`src/rtl/rtc_scan_sequencer_if.sv`:
```
// Command/response bus between the scan sequencer and the RTC engine.
// The master issues dir/func/data commands; the slave returns ready/rdata.
interface rtc_scan_sequencer_if;
    logic       cmd_valid;
    logic [7:0] cmd_dir;
    logic [7:0] cmd_func;
    logic [7:0] cmd_data;
    logic [7:0] bus_ready;
    logic [7:0] bus_rdata;

    modport master (
        output cmd_valid, cmd_dir, cmd_func, cmd_data,
        input  bus_ready, bus_rdata
    );

    modport slave (
        input  cmd_valid, cmd_dir, cmd_func, cmd_data,
        output bus_ready, bus_rdata
    );
endinterface

```
`src/rtl/rtc_scan_sequencer.sv`:
```
// RTC command sequencer: one init write, periodic six-register time scan,
// and user single-register writes, one engine transaction at a time.
module rtc_scan_sequencer #(
    parameter int         REFRESH_CYCLES = 1000000,
    parameter int         TIMEOUT        = 255,
    parameter logic [7:0] INIT_ADDR      = 8'h02,
    parameter logic [7:0] INIT_DATA      = 8'h10
) (
    input  logic                 clock,
    input  logic                 reset,
    rtc_scan_sequencer_if.master bus,
    input  logic                 wr_req,
    input  logic [7:0]           wr_addr,
    input  logic [7:0]           wr_data,
    output logic                 wr_ack,
    input  logic                 err_clr,
    output logic [7:0]           sec,
    output logic [7:0]           min,
    output logic [7:0]           hour,
    output logic [7:0]           day,
    output logic [7:0]           month,
    output logic [7:0]           year,
    output logic                 snapshot_valid,
    output logic                 busy,
    output logic                 bus_err
);

    localparam logic [2:0] S_IDLE      = 3'd0;
    localparam logic [2:0] S_ISSUE     = 3'd1;
    localparam logic [2:0] S_WAIT_CLR  = 3'd2;
    localparam logic [2:0] S_WAIT_DONE = 3'd3;
    localparam logic [2:0] S_CAPTURE   = 3'd4;

    localparam logic [1:0] K_INIT = 2'd0;
    localparam logic [1:0] K_WR   = 2'd1;
    localparam logic [1:0] K_RD   = 2'd2;

    localparam int TW = $clog2(TIMEOUT + 1) + 1;

    logic [2:0]    state;
    logic [1:0]    kind;
    logic [31:0]   timer;
    logic [2:0]    idx;
    logic          scan_pending;
    logic          init_pending;
    logic [TW-1:0] tmo;
    logic [7:0]    rd_q;
    logic [7:0]    shadow [6];
    logic          cmd_valid_q;
    logic [7:0]    dir_q;
    logic [7:0]    func_q;
    logic [7:0]    data_q;

    logic          tick;
    logic          waiting;
    logic [TW-1:0] tmo_inc;
    logic          expired;
    logic          scan_start;

    assign tick    = (timer == 32'(REFRESH_CYCLES - 1));
    assign waiting = (state == S_WAIT_CLR) || (state == S_WAIT_DONE);
    assign tmo_inc = tmo + 1'b1;
    assign expired = waiting && (tmo_inc >= TW'(TIMEOUT));

    // A fresh scan starts only when nothing of higher priority is waiting.
    assign scan_start = (state == S_IDLE) && !init_pending && !wr_req &&
                        (idx == 3'd0) && scan_pending;

    assign bus.cmd_valid = cmd_valid_q;
    assign bus.cmd_dir   = dir_q;
    assign bus.cmd_func  = func_q;
    assign bus.cmd_data  = data_q;

    assign sec   = shadow[0];
    assign min   = shadow[1];
    assign hour  = shadow[2];
    assign day   = shadow[3];
    assign month = shadow[4];
    assign year  = shadow[5];

    assign busy = (state != S_IDLE);

    assign wr_ack = (kind == K_WR) &&
                    ((state == S_CAPTURE) || expired);

    assign snapshot_valid = (state == S_CAPTURE) &&
                            (kind == K_RD) && (idx == 3'd5);

    // Free-running refresh timer that wraps every REFRESH_CYCLES.
    always_ff @(posedge clock) begin
        if (reset || tick) begin
            timer <= '0;
        end else begin
            timer <= timer + 32'd1;
        end
    end

    // Scan request; extra ticks merge into the one already pending.
    always_ff @(posedge clock) begin
        if (reset) begin
            scan_pending <= 1'b0;
        end else if (scan_start) begin
            scan_pending <= 1'b0;
        end else if (tick) begin
            scan_pending <= 1'b1;
        end
    end

    // Transaction FSM, command registers, shadows and error flag.
    always_ff @(posedge clock) begin
        if (reset) begin
            state        <= S_IDLE;
            kind         <= K_INIT;
            idx          <= 3'd0;
            init_pending <= 1'b1;
            tmo          <= '0;
            rd_q         <= 8'h00;
            cmd_valid_q  <= 1'b0;
            dir_q        <= 8'hFF;
            func_q       <= 8'h00;
            data_q       <= 8'h00;
            bus_err      <= 1'b0;
            for (int i = 0; i < 6; i++) begin
                shadow[i] <= 8'h00;
            end
        end else begin
            cmd_valid_q <= 1'b0;
            if (err_clr) begin
                bus_err <= 1'b0;
            end
            unique case (state)
                S_IDLE: begin
                    if (init_pending) begin
                        kind        <= K_INIT;
                        dir_q       <= INIT_ADDR;
                        func_q      <= 8'h02;
                        data_q      <= INIT_DATA;
                        cmd_valid_q <= 1'b1;
                        state       <= S_ISSUE;
                    end else if (wr_req) begin
                        kind        <= K_WR;
                        dir_q       <= wr_addr;
                        func_q      <= 8'h02;
                        data_q      <= wr_data;
                        cmd_valid_q <= 1'b1;
                        state       <= S_ISSUE;
                    end else if (idx != 3'd0 || scan_pending) begin
                        kind        <= K_RD;
                        dir_q       <= 8'h21 + {5'b0, idx};
                        func_q      <= 8'h01;
                        data_q      <= 8'h00;
                        cmd_valid_q <= 1'b1;
                        state       <= S_ISSUE;
                    end
                end
                S_ISSUE: begin
                    tmo   <= '0;
                    state <= S_WAIT_CLR;
                end
                S_WAIT_CLR: begin
                    tmo <= tmo_inc;
                    if (!expired && bus.bus_ready == 8'h00) begin
                        state <= S_WAIT_DONE;
                    end
                end
                S_WAIT_DONE: begin
                    tmo <= tmo_inc;
                    if (!expired && bus.bus_ready == 8'hFF) begin
                        rd_q  <= bus.bus_rdata;
                        state <= S_CAPTURE;
                    end
                end
                S_CAPTURE: begin
                    if (kind == K_RD) begin
                        shadow[idx] <= rd_q;
                        idx <= (idx == 3'd5) ? 3'd0 : idx + 3'd1;
                    end
                    if (kind == K_INIT) begin
                        init_pending <= 1'b0;
                    end
                    state <= S_IDLE;
                end
                default: state <= S_IDLE;
            endcase
            // An abandoned transaction drops the scan and flags the error.
            if (expired) begin
                bus_err      <= 1'b1;
                idx          <= 3'd0;
                init_pending <= 1'b0;
                state        <= S_IDLE;
            end
        end
    end

endmodule

```
`src/flat_wrapper.sv`:
```
// flat-port wrapper written by rule: the top's interface ports become plain ports
module rtc_scan_sequencer_flat 
#(
    parameter int         REFRESH_CYCLES = 1000000,
    parameter int         TIMEOUT        = 255,
    parameter logic [7:0] INIT_ADDR      = 8'h02,
    parameter logic [7:0] INIT_DATA      = 8'h10
)
  (clock, reset, wr_req, wr_addr, wr_data, wr_ack, err_clr, sec, min, hour, day, month, year, snapshot_valid, busy, bus_err, bus_cmd_valid, bus_cmd_dir, bus_cmd_func, bus_cmd_data, bus_bus_ready, bus_bus_rdata);
  rtc_scan_sequencer_if bus_i ();
  input  logic clock;
  input  logic reset;
  input  logic wr_req;
  input  logic [7:0] wr_addr;
  input  logic [7:0] wr_data;
  output logic wr_ack;
  input  logic err_clr;
  output logic [7:0] sec;
  output logic [7:0] min;
  output logic [7:0] hour;
  output logic [7:0] day;
  output logic [7:0] month;
  output logic [7:0] year;
  output logic snapshot_valid;
  output logic busy;
  output logic bus_err;
  output wire logic [$bits(bus_i.cmd_valid)-1:0] bus_cmd_valid;
  output wire logic [$bits(bus_i.cmd_dir)-1:0] bus_cmd_dir;
  output wire logic [$bits(bus_i.cmd_func)-1:0] bus_cmd_func;
  output wire logic [$bits(bus_i.cmd_data)-1:0] bus_cmd_data;
  input wire logic [$bits(bus_i.bus_ready)-1:0] bus_bus_ready;
  input wire logic [$bits(bus_i.bus_rdata)-1:0] bus_bus_rdata;
  assign bus_cmd_valid = bus_i.cmd_valid;
  assign bus_cmd_dir = bus_i.cmd_dir;
  assign bus_cmd_func = bus_i.cmd_func;
  assign bus_cmd_data = bus_i.cmd_data;
  assign bus_i.bus_ready = bus_bus_ready;
  assign bus_i.bus_rdata = bus_bus_rdata;
  rtc_scan_sequencer #(.REFRESH_CYCLES(REFRESH_CYCLES), .TIMEOUT(TIMEOUT), .INIT_ADDR(INIT_ADDR), .INIT_DATA(INIT_DATA)) u_core (.clock(clock), .reset(reset), .bus(bus_i), .wr_req(wr_req), .wr_addr(wr_addr), .wr_data(wr_data), .wr_ack(wr_ack), .err_clr(err_clr), .sec(sec), .min(min), .hour(hour), .day(day), .month(month), .year(year), .snapshot_valid(snapshot_valid), .busy(busy), .bus_err(bus_err));
endmodule
```
`config.mk`:
```
export PLATFORM = sky130hd
export DESIGN_NAME = rtc_scan_sequencer_flat
export DESIGN_NICKNAME = d
export VERILOG_FILES = /design/src/rtl/rtc_scan_sequencer_if.sv /design/src/rtl/rtc_scan_sequencer.sv /design/src/flat_wrapper.sv
export SDC_FILE = /design/constraint.sdc
export NUM_CORES = 1
export LEC_CHECK = 0
export CAP_MARGIN = 20
export CORE_MARGIN = 3
export CORE_UTILIZATION = 45
export CTS_CLUSTER_DIAMETER = 100
export CTS_CLUSTER_SIZE = 30
export DETAILED_ROUTE_END_ITERATION = 8
export PLACE_DENSITY = 0.72
export SLEW_MARGIN = 40
export SYNTH_ARGS = -nofsm -noshare
export SYNTH_HDL_FRONTEND = slang
export SYNTH_SLANG_ARGS = --single-unit
export TNS_END_PERCENT = 100
```
`constraint.sdc`:
```
create_clock -name clock -period 2.5 [get_ports clock]
set_clock_uncertainty 0.1 [all_clocks]
set_input_delay 0.25 -clock clock [delete_from_list [all_inputs] [get_ports clock]]
set_output_delay 0.25 -clock clock [all_outputs]
set_load 0.005 [all_outputs]
```
==> impl_metrics.ini <==
[global_route]
overflow = 0
grt_pass1_vias = 4226
grt_first_pass_wirelength_mm = 20.40
antenna_found_initial = 0
grt.total_usage = 0.1940
grt_max_degree = 33

[sta]
rsz0062_at_grt = false
tightest_slew_ps = 672.6
slew_headroom = 0.5486
final_hold_viol_count = 0
period_minus_slack_ps = 2417
post-route-period-util = 0.9667
max_clock_freq_ghz = 0.4138
slew_violations = 0
fin_tns_setup_ps = 0
finalSetupViolCount = 0

[floorplan]
die_w_um = 116.1
initial_core_util = 0.4698
fp.dieH_um = 116.1
die_area_um2 = 13480
row_count = 39
boundaryPins = 113
core_um2 = 11610

[yosys]
synthesis.instances = 555
synth_area_um2 = 5456
ys_async_sr_fraction = 0
avgSynthCellArea_um2 = 9.832
synth_edf_count = 48
ys_seq_area_frac = 0.5503
synth_ff_type = dfxtp_1
yosysWarnings = 0
yosys_register_bits = 126
synth.distinct_cells = 63

[worst_setup_path]
required_ps = 2150
endpoint_kind = output pin
cp_cell_sequence = buf_4 -> nor3_1 -> inv_1 -> clkdlybuf4s50_1
startpoint = u_core.state[2]$_SDFFE_PP0P_
start_kind = flip-flop
crit_fanout = 11
r2r_cells = 6
r2r-start = u_core.idx[0]$_SDFFE_PP0P_
path_class = reg -> out
rr_endpoint = u_core.bus.cmd_dir[3]$_SDFFE_PP1P_
cp.arrival_ps = 2070
cp_slowest_stage_delay_ps = 500
cp-endpoint = busy
rrSetupSlack_ps = 280
crit_slowest_cell = clkdlybuf4s50_1

[routing]
routed_wl_mm = 12.82
antenna_left = 0
num_vias = 4438
drcViolationCount = 0
drtIter0Drc = 258
dr.pass1.iters = 4
vias_per_cell = 5.341
wl_per_cell_um = 15.42

[layout]
layout.area.seq_um2 = 3009
final.fill_count = 952
diodes = 0
drive_above_1_share = 0.1163
area_growth_pct = 35.06
final_cell_mix = 108 x nor2_1, 105 x clkdlybuf4s50_1, 75 x dfxtp_1
multi_input_area_um2 = 2251
final_common_cell = nor2_1
fin_util = 0.6346
nNetsFinal = 717

[power]
peakVddDrop_v = 0.0004270
p_leak_nw = 2.759
internal_power_mw = 4.075
powerDensity_nw_per_um2 = 705.3
comb_power_share = 0.074
pwr-share-seq = 0.429
p_clk_frac = 0.496
p_sw_mw = 1.122
p_sw_frac = 0.2159

[clock_network]
path_clk_slew_ps = 60
cts-buffers-inserted = 17
cts.sinks = 126
cts_tree = yes
clock-root-buffer = clkbuf_16
cts_max_path_buffers = 2
clk_latency_ps = 410
h-tree-depth = 4

[place]
portBuffers = 106
hpwlAfterDp_mm = 9.069
globalplace.congestion = 0.8450

[worst_hold_path]
hold_class = in -> reg

[job]
maxCapViolCount = 0

[status]
outcome = finished clean
## Yosys cell counts, types with 4 or more instances
library cell	n	area [um^2]
a21oi_1	20	100.1
a22oi_1	11	82.58
and3_1	10	62.56
and4_1	4	35.03
buf_2	7	35.03
buf_4	11	82.58
clkbuf_1	15	56.30
dfxtp_1	78	1562
edfxtp_1	48	1441
ha_1	6	75.07
inv_1	16	60.06
mux2i_1	9	90.09
nand2_1	53	198.9
nand3_1	19	95.09
nand4_1	19	118.9
nor2_1	109	409.1
nor2b_1	5	31.28
nor3_1	8	40.04
nor4_1	7	43.79
o21ai_0	8	40.04
xnor2_1	9	78.83
xor2_1	25	219.0
## worst max-delay path: cells and delay by family (launching register included)
kind                   cells  cell delay, ps
and+or+nand+nor            1             430
DFF                        1             310
buffers and inverters      3             910
## stage by stage
step | power (mW) | setup slack (ps) | instances | hold slack, ps | cell area (um^2)
3_5_place_dp | 2.650 | 48.73 | 797 | 358.5 | 6708
5_1_grt | 5.350 | 10.49 | 831 | 322.9 | 7370
3_3_place_gp | 2.637 | 107.0 | 797 | 342.6 | 6708
2_1_floorplan | 2.417 | 355.8 | 560 | 289.8 | 5475
6_report | 5.197 | 83.15 | 831 | 299.3 | 7370
4_1_cts | 5.231 | 39.60 | 831 | 293.3 | 7341
## cell type report
type,instances,area share
Tap cell,143,0.02428
Clock inverter,14,0.02564
Timing Repair Buffer,130,0.1694
Clock buffer,18,0.05823
Multi-Input combinational cell,383,0.3054
Sequential cell,126,0.4083
Inverter,17,0.008659
## state kept, by name, summed over array words and instances, names as in the netlist
name / cells
u_core.init_pending: 1
u_core.state: 3
u_core.bus.cmd_func: 2
u_core.bus.cmd_dir: 8
u_core.rd_q: 8
u_core.scan_pending: 1
u_core.bus.cmd_data: 8
u_core.tmo: 9
u_core.kind: 1
u_core.timer: 32
u_core.bus_err: 1
u_core.shadow: 48
u_core.idx: 3
u_core.bus.cmd_valid: 1
## power groups by stage
stage                     registers (mW)  clock network (mW)  logic [mW]
after floorplan                     2.27                   0       0.145
after global placement              2.27                   0       0.367
after detailed placement            2.27                   0       0.377
after CTS                           2.23                2.62       0.385
after global routing                2.24                2.69       0.421
final                               2.23                2.58       0.387
## logic make-up after synthesis
group	count (synthesis)	synth area share
AO/OA/AOI/OAI	63	0.08072
flip-flops	126	0.5503
AND/OR/NAND/NOR	263	0.2337
adder cells (fa/ha/maj)	6	0.01376
multiplexers	11	0.02064
XOR/XNOR	34	0.05458
buffers and inverters	51	0.04563
other	1	0.0006873
## worst min path at each step
stage,depth (start not counted),slack [ps],from,end
detailed placement,2,360,u_core.rd_q[7]$_SDFFE_PP0P_,u_core.rd_q[7]$_SDFFE_PP0P_
global placement,1,340,u_core.timer[0]$_SDFF_PP0_,u_core.timer[0]$_SDFF_PP0_
finish,3,300,bus_bus_rdata[2],u_core.rd_q[2]$_SDFFE_PP0P_
CTS,3,290,bus_bus_rdata[2],u_core.rd_q[2]$_SDFFE_PP0P_
global route,3,320,bus_bus_rdata[3],u_core.rd_q[3]$_SDFFE_PP0P_
floorplan,1,290,wr_addr[4],u_core.bus.cmd_dir[4]$_SDFFE_PP1P_
## layer usage
metal  GRT usage  routed length, um  vias up
met3     0.04819                860       23
met4     0.07966                267        0
li1            -                  -     2170
met5           0                  0        -
met2      0.3280               6122      151
met1      0.2380               5566     2094
## what timing repair did
action                                 CTS  global route
endpoints found under the hold margin    0             0
gates resized for setup                  7             5
hold buffers                             0             0
setup buffers                            2             0
pin swaps                                2             0
setup endpoints to repair                1             1
Note: power is estimated with default switching activity, not from simulation.
==> RTL edit 1: new RTL, config.mk and constraints unchanged <==
`TIMEOUT` is set to 255 in 2 places; all go to 510.
--- a/src/rtl/rtc_scan_sequencer.sv
+++ b/src/rtl/rtc_scan_sequencer.sv
@@ -2,7 +2,7 @@
 // and user single-register writes, one engine transaction at a time.
 module rtc_scan_sequencer #(
     parameter int         REFRESH_CYCLES = 1000000,
-    parameter int         TIMEOUT        = 255,
+    parameter int         TIMEOUT        = 510,
     parameter logic [7:0] INIT_ADDR      = 8'h02,
     parameter logic [7:0] INIT_DATA      = 8'h10
 ) (
--- a/src/flat_wrapper.sv
+++ b/src/flat_wrapper.sv
@@ -2,7 +2,7 @@
 module rtc_scan_sequencer_flat 
 #(
     parameter int         REFRESH_CYCLES = 1000000,
-    parameter int         TIMEOUT        = 255,
+    parameter int         TIMEOUT        = 510,
     parameter logic [7:0] INIT_ADDR      = 8'h02,
     parameter logic [7:0] INIT_DATA      = 8'h10
 )
Check against the original RTL: same outputs for any inputs over 10 cycles, from zero or initial values and one cycle with reset high; that may be too few to reach the edited logic, so the function may still have changed.
==> RTL edit 1 against the original RTL <==
  * The flow now finishes with violations (setup timing)
  * Area after synthesis up 2.7%
  * Wire length up 5.3%
  * Hold slack worse by 0.14 ns
  * Non-clock buffer count up 12
  * Critical path type unchanged
  * Cell area up 4.5%
  * Sequential share of layout area decreased by 1.5 points
  * Worst setup slack got worse by 0.14 ns
  * Via count grew 3.2%
  * Largest cell class unchanged
  * Power decreased by 1.2%
  * Maximum frequency shrank 5.5%
  * Critical path depth grew 4
  * Highest routed layer unchanged
  * Sequential cell count up 1
  * Register-to-register slack got worse by 0.17 ns
==> RTL edit 1: results (changes against the original RTL) <==
INFO  metric gr-usage-met3 = 5.05% (+0.23 points)
INFO  metric grt_use_met2 = 34.1% (+1.3 points)
INFO  metric failed_checks = setup timing
INFO  metric r2r.worst_path.cells = 11 (+5)
INFO  metric cellPowerDensity = 667 nW/um^2 (-5.5%)
INFO  metric grt_pass1_wl = 22.6 mm (+11%)
INFO  metric detailroute.via_count = 4,580 (+3.2%)
INFO  metric standard_cell_with_the_maximum_stage_delay_on_the_critical_path = a2111oi_4
INFO  metric ys_seq_area_share = 54.0% (-1.1 points)
INFO  metric internal_power = 4030 uW (-1.2%)
INFO  metric grtUsageTotal = 20.1% (+0.67 points)
INFO  metric num-fill-cells = 1,000 (+5.0%)
INFO  metric r2r-end = u_core.rd_q[2]$_SDFFE_PP0P_
INFO  metric place.gp.congestion = 0.833 (-1.4%)
INFO  metric post_route_cells_drive_above_1_share = 15.4% (+3.8 points)
INFO  metric slowest_delay = 0.42 ns (-0.08 ns)
INFO  metric nets = 743 (+3.6%)
INFO  metric cts_resized = 13 (+6)
INFO  metric placedInstanceArea = 6920 sq um (+3.1%)
INFO  metric routed_wire_length_per_instance = 15.3 microns (-0.80%)
INFO  metric dpl.hpwl = 9.33 mm (+2.8%)
INFO  metric critical_path.startpoint = u_core.tmo[1]$_SDFFE_PP0P_
INFO  metric met2RoutedLength = 6.86 mm (+12%)
INFO  metric cts_post_setup_buffers_inserted = 9 (+7)
INFO  metric wl_met3 = 750 microns (-13%)
INFO  metric critPathCapture = wr_ack
INFO  metric post_layout_nonfiller_instances = 882 (+6.1%)
INFO  metric critPathTopFamily = compound AO/OA/AOI/OAI gates
INFO  metric rrSetupSlack = 0.11 ns (-0.17 ns)
INFO  metric worst_pin_slew = 0.618 ns (-0.0549 ns)
INFO  metric vdd.ir_drop.worst = 0.429 mV (+0.47%)
INFO  metric setup_viol = 1 (+1)
INFO  metric p_seq_share = 43.7% (+0.8 points)
INFO  metric run_status = finished with violations
INFO  metric cells_after_synth = 570 (+2.7%)
INFO  metric first_pass_iters = 5 (+1)
INFO  metric leakagePower = 0.00283 uW (+2.6%)
INFO  metric metal_1_wl = 5.65 mm (+1.5%)
INFO  metric setup_total_negative_slack = -0.0564 ns (-0.0564 ns)
INFO  metric yosys-top-cells-area = dfxtp_1 28%, edfxtp_1 26%, nor2_1 8.1%
INFO  metric post-place-cells = 842 (+5.6%)
INFO  metric synth_top_cells_by_count = 121 x nor2_1, 79 x dfxtp_1, 48 x edfxtp_1, 29 x nand2_1, 24 x clkbuf_1
INFO  metric grt_max_degree = 33 (unchanged)
INFO  metric clk_pwr_share = 49.2% (-0.4 points)
INFO  metric grt_util_met1 = 24.6% (+0.78 points)
INFO  metric drt_first_iter_violations = 299 (+16%)
INFO  metric biggestRegsByFlops = u_core.shadow (48), u_core.timer (32), u_core.tmo (10)
INFO  metric synth_cell_type_count = 55 (-13%)
INFO  metric postLayoutSetupSlackWorst = -0.0564 ns (-0.140 ns)
-- RTL edit 1: cell count changes after synthesis, sizes merged, moves of 7 or more --
cell    unedited run  this run
nand2             53        30
nand2b             3        23
nor2             110       123
clkbuf            15        25
buf               19        10
xnor2              9        16
-- RTL edit 1: cell families (layout without fill, tap and decap cells) --
kind of cell | after synthesis | count (layout) | share of synthesized area (%)
flip-flops | 127 | 127 | 54.0
other | 1 | 6 | 0.0669
multiplexers | 12 | 12 | 2.21
AND/OR/NAND/NOR | 274 | 274 | 24.5
buffers and inverters | 53 | 192 | 4.53
AO/OA/AOI/OAI | 62 | 62 | 7.82
XOR/XNOR | 35 | 35 | 5.61
adder cells (fa/ha/maj) | 6 | 6 | 1.34
-- RTL edit 1: worst min path at each step --
stage / from / endpoint / slack [ns] / depth (start not counted)
after global placement: u_core.bus.cmd_dir[2]$_SDFFE_PP1P_ / u_core.bus.cmd_dir[2]$_SDFFE_PP1P_ / 0.35 / 1
final: reset / u_core.tmo[1]$_SDFFE_PP0P_ / 0.16 / 2
after global routing: reset / u_core.tmo[3]$_SDFFE_PP0P_ / 0.17 / 2
after detailed placement: u_core.bus.cmd_dir[3]$_SDFFE_PP1P_ / u_core.bus.cmd_dir[3]$_SDFFE_PP1P_ / 0.35 / 1
after floorplan: wr_addr[7] / u_core.bus.cmd_dir[7]$_SDFFE_PP1P_ / 0.29 / 1
after CTS: reset / u_core.tmo[0]$_SDFFE_PP0P_ / 0.15 / 2
-- RTL edit 1: layout make-up --
type / count / share of cell area, %
clock inverters: 13 / 2.10
clock buffers: 19 / 5.88
multi-input cells: 395 / 31.8
inverters: 18 / 0.877
repair buffers: 142 / 17.2
well taps: 168 / 2.73
flip-flops and latches: 127 / 39.4
==> RTL edit 2: new RTL, same flow settings <==
Without the edit above. Make the reset (`reset`) asynchronous in 2 clocked blocks.
--- a/src/rtl/rtc_scan_sequencer.sv
+++ b/src/rtl/rtc_scan_sequencer.sv
@@ -96,7 +96,7 @@
     end
 
     // Scan request; extra ticks merge into the one already pending.
-    always_ff @(posedge clock) begin
+    always_ff @(posedge clock or posedge reset) begin
         if (reset) begin
             scan_pending <= 1'b0;
         end else if (scan_start) begin
@@ -107,7 +107,7 @@
     end
 
     // Transaction FSM, command registers, shadows and error flag.
-    always_ff @(posedge clock) begin
+    always_ff @(posedge clock or posedge reset) begin
         if (reset) begin
             state        <= S_IDLE;
             kind         <= K_INIT;
Formal check against the unedited RTL: differs if reset is asserted again (counterexample within 4 cycles, from zero or initial values and one cycle with reset high); with reset held inactive, the same outputs for 10 cycles.
==> RTL edit 2 against the original RTL <==
  * Sequential cell count stayed put
  * Area after synthesis up 2.2%
  * Via count is 2.3% lower
  * Register-to-register slack lost 0.16 ns
  * Count of clock-buffer cells in the layout increased by 5
  * Wire length is 0.35% lower
  * Worst setup slack improved by 0.0066 ns
  * Die area up 2.0%
  * Cell area grew 3.1%
  * Critical path type unchanged
  * Highest routed layer unchanged
Power is not compared: it rests on default switching activity, and its combinational part moved more than twofold at a synthesized area within 25%.
==> RTL edit 2: results (changes against the original RTL) <==
INFO  metric worst_hold_slack = 0.268 ns (-0.0315 ns)
INFO  metric clock_buffers = 23 (+5)
INFO  metric hold_path_startpoint = wr_addr[7]
INFO  metric drt_first_iter_violations = 278 (+7.8%)
INFO  metric grt_pass1_wl = 20.3 mm (-0.27%)
INFO  metric nonClockInverterCount = 13 (-4)
INFO  metric r2r-end = u_core.rd_q[0]$_DFFE_PP0P_
INFO  metric final_clock_period_utilization_by_the_worst_path = 96.4% (-0.26 points)
INFO  metric sh_seq_area = 39.6% (-1.2 points)
INFO  metric clkLatencyLatePin = 0.41 ns (about the same)
INFO  metric multi_input_comb_cells = 354 (-7.6%)
INFO  metric avgViaCountPerCell = 5.24 (-1.8%)
INFO  metric vdd.ir_drop.worst = approximately 0.34 mV
INFO  metric antennaDiodeCount = 0 (unchanged)
INFO  metric standard_cell_with_the_maximum_stage_delay_on_the_critical_path = dfrtp_2
INFO  metric clock_tree_area_fraction = 7.31% (-1.1 points)
INFO  metric synth_top_cells_by_count = 85 x dfrtp_1, 57 x mux2_2, 53 x nand2_1, 45 x nor2_1, 32 x dfxtp_1
INFO  metric nets = 688 (-4.0%)
INFO  metric r2r.worst_path.cells = 8 (+2)
INFO  metric multiInputGateArea = 2470 sq um (+9.8%)
INFO  metric dpl_worst_slack = -0.0571 ns (-0.106 ns)
INFO  metric hold_path_end = u_core.bus.cmd_dir[7]$_DFFE_PP1P_
INFO  metric multi_input_area_share = 32.5% (+2.0 points)
INFO  metric grtUsageTotal = 19.0% (-0.37 points)
INFO  metric postSynth.topFlopCell = dfrtp_1
INFO  metric ys_seq_area_share = 53.9% (-1.1 points)
INFO  metric grt_max_degree = 95 (+190%)
INFO  metric rrSetupSlack = 0.12 ns (-0.16 ns)
INFO  metric r2r_start = u_core.tmo[0]$_DFFE_PP0P_
INFO  metric num-nonclk-buffers = 134 (+3.1%)
INFO  metric synth_area_per_cell = 10.8 sq um (+10%)
INFO  metric run_status = finished, final reports clean
INFO  metric first_global_vias = 4,207 (-0.45%)
INFO  metric synth_cell_type_count = 52 (-17%)
INFO  metric place.gp.congestion = 0.841 (-0.45%)
INFO  metric totalWireLength = 12.8 mm (-0.35%)
INFO  metric placedInstanceArea = 6930 sq um (+3.3%)
INFO  metric post_route_cells_drive_above_1_share = 22.5% (+11 points)
INFO  metric num-fill-cells = 996 (+4.6%)
INFO  metric dpl.hpwl = 8.86 mm (-2.3%)
INFO  metric yosys-top-cells-area = dfrtp_1 38%, mux2_2 12%, dfxtp_1 11%
INFO  metric synthArstFlopShare = 74.6% (+75 points)
INFO  metric slew-limit-headroom = 63.0% (+8.1 points)
INFO  metric timing.critical_path.fanout_max = 4 (-7)
INFO  metric biggestRegsByFlops = u_core.timer (32), u_core.tmo (9)
INFO  metric cts-root-buf = clkbuf_16
INFO  metric routed_wire_length_per_instance = 15.4 microns (+0.13%)
INFO  metric layout.buffer.nonclock.area_share = 17.1% (+0.14 points)
INFO  metric post-place-cells = 789 (-1.0%)
[RTL edit 2: layer usage]
layer | track usage, % | vias to the layer above | part of all wire, %
li1 | - | 2068 | -
met1 | 23.7 | 2135 | 42
met2 | 31.4 | 102 | 50
met3 | 4.37 | 31 | 4.7
met4 | 8.87 | 0 | 3.0
met5 | 0 | - | 0
[RTL edit 2: worst max-delay path by stage]
| stage | depth (start not counted) | endpoint | startpoint |
|---|---|---|---|
| floorplan | 5 | u_core.timer[0]$_SDFF_PP0_ | reset |
| global placement | 6 | wr_ack | u_core.tmo[0]$_DFFE_PP0P_ |
| detailed placement | 6 | wr_ack | u_core.tmo[0]$_DFFE_PP0P_ |
| CTS | 7 | wr_ack | u_core.tmo[1]$_DFFE_PP0P_ |
| global route | 8 | wr_ack | u_core.tmo[0]$_DFFE_PP0P_ |
| finish | 8 | wr_ack | u_core.tmo[0]$_DFFE_PP0P_ |
[RTL edit 2: timing repair]
item | CTS | global route
hold endpoints to repair | 0 | 0
pin swaps | 6 | 4
gates resized for setup | 17 | 5
hold buffers | 0 | 0
setup buffers | 4 | 3
endpoints found under the setup margin | 2 | 10
[RTL edit 2: cell families after synthesis]
group,Yosys count,share of synthesized area (%)
adders and majority gates,6,1.35
other,1,0.0673
and+or+nand+nor,188,16.9
xor gates and xnor gates,32,5.03
AOI/OAI and AO/OA,63,7.72
DFF,126,53.9
buffers and inverters,39,3.16
muxes,59,11.9
[RTL edit 2: power groups by stage]
stage / clock [uW] / sequential, uW / combinational [uW]
2_1_floorplan: 0 / 2380 / 416
3_3_place_gp: 0 / 2390 / 715
3_5_place_dp: 0 / 2410 / 756
4_1_cts: 2300 / 2380 / 804
5_1_grt: 2400 / 2420 / 957
6_report: 2250 / 2390 / 859
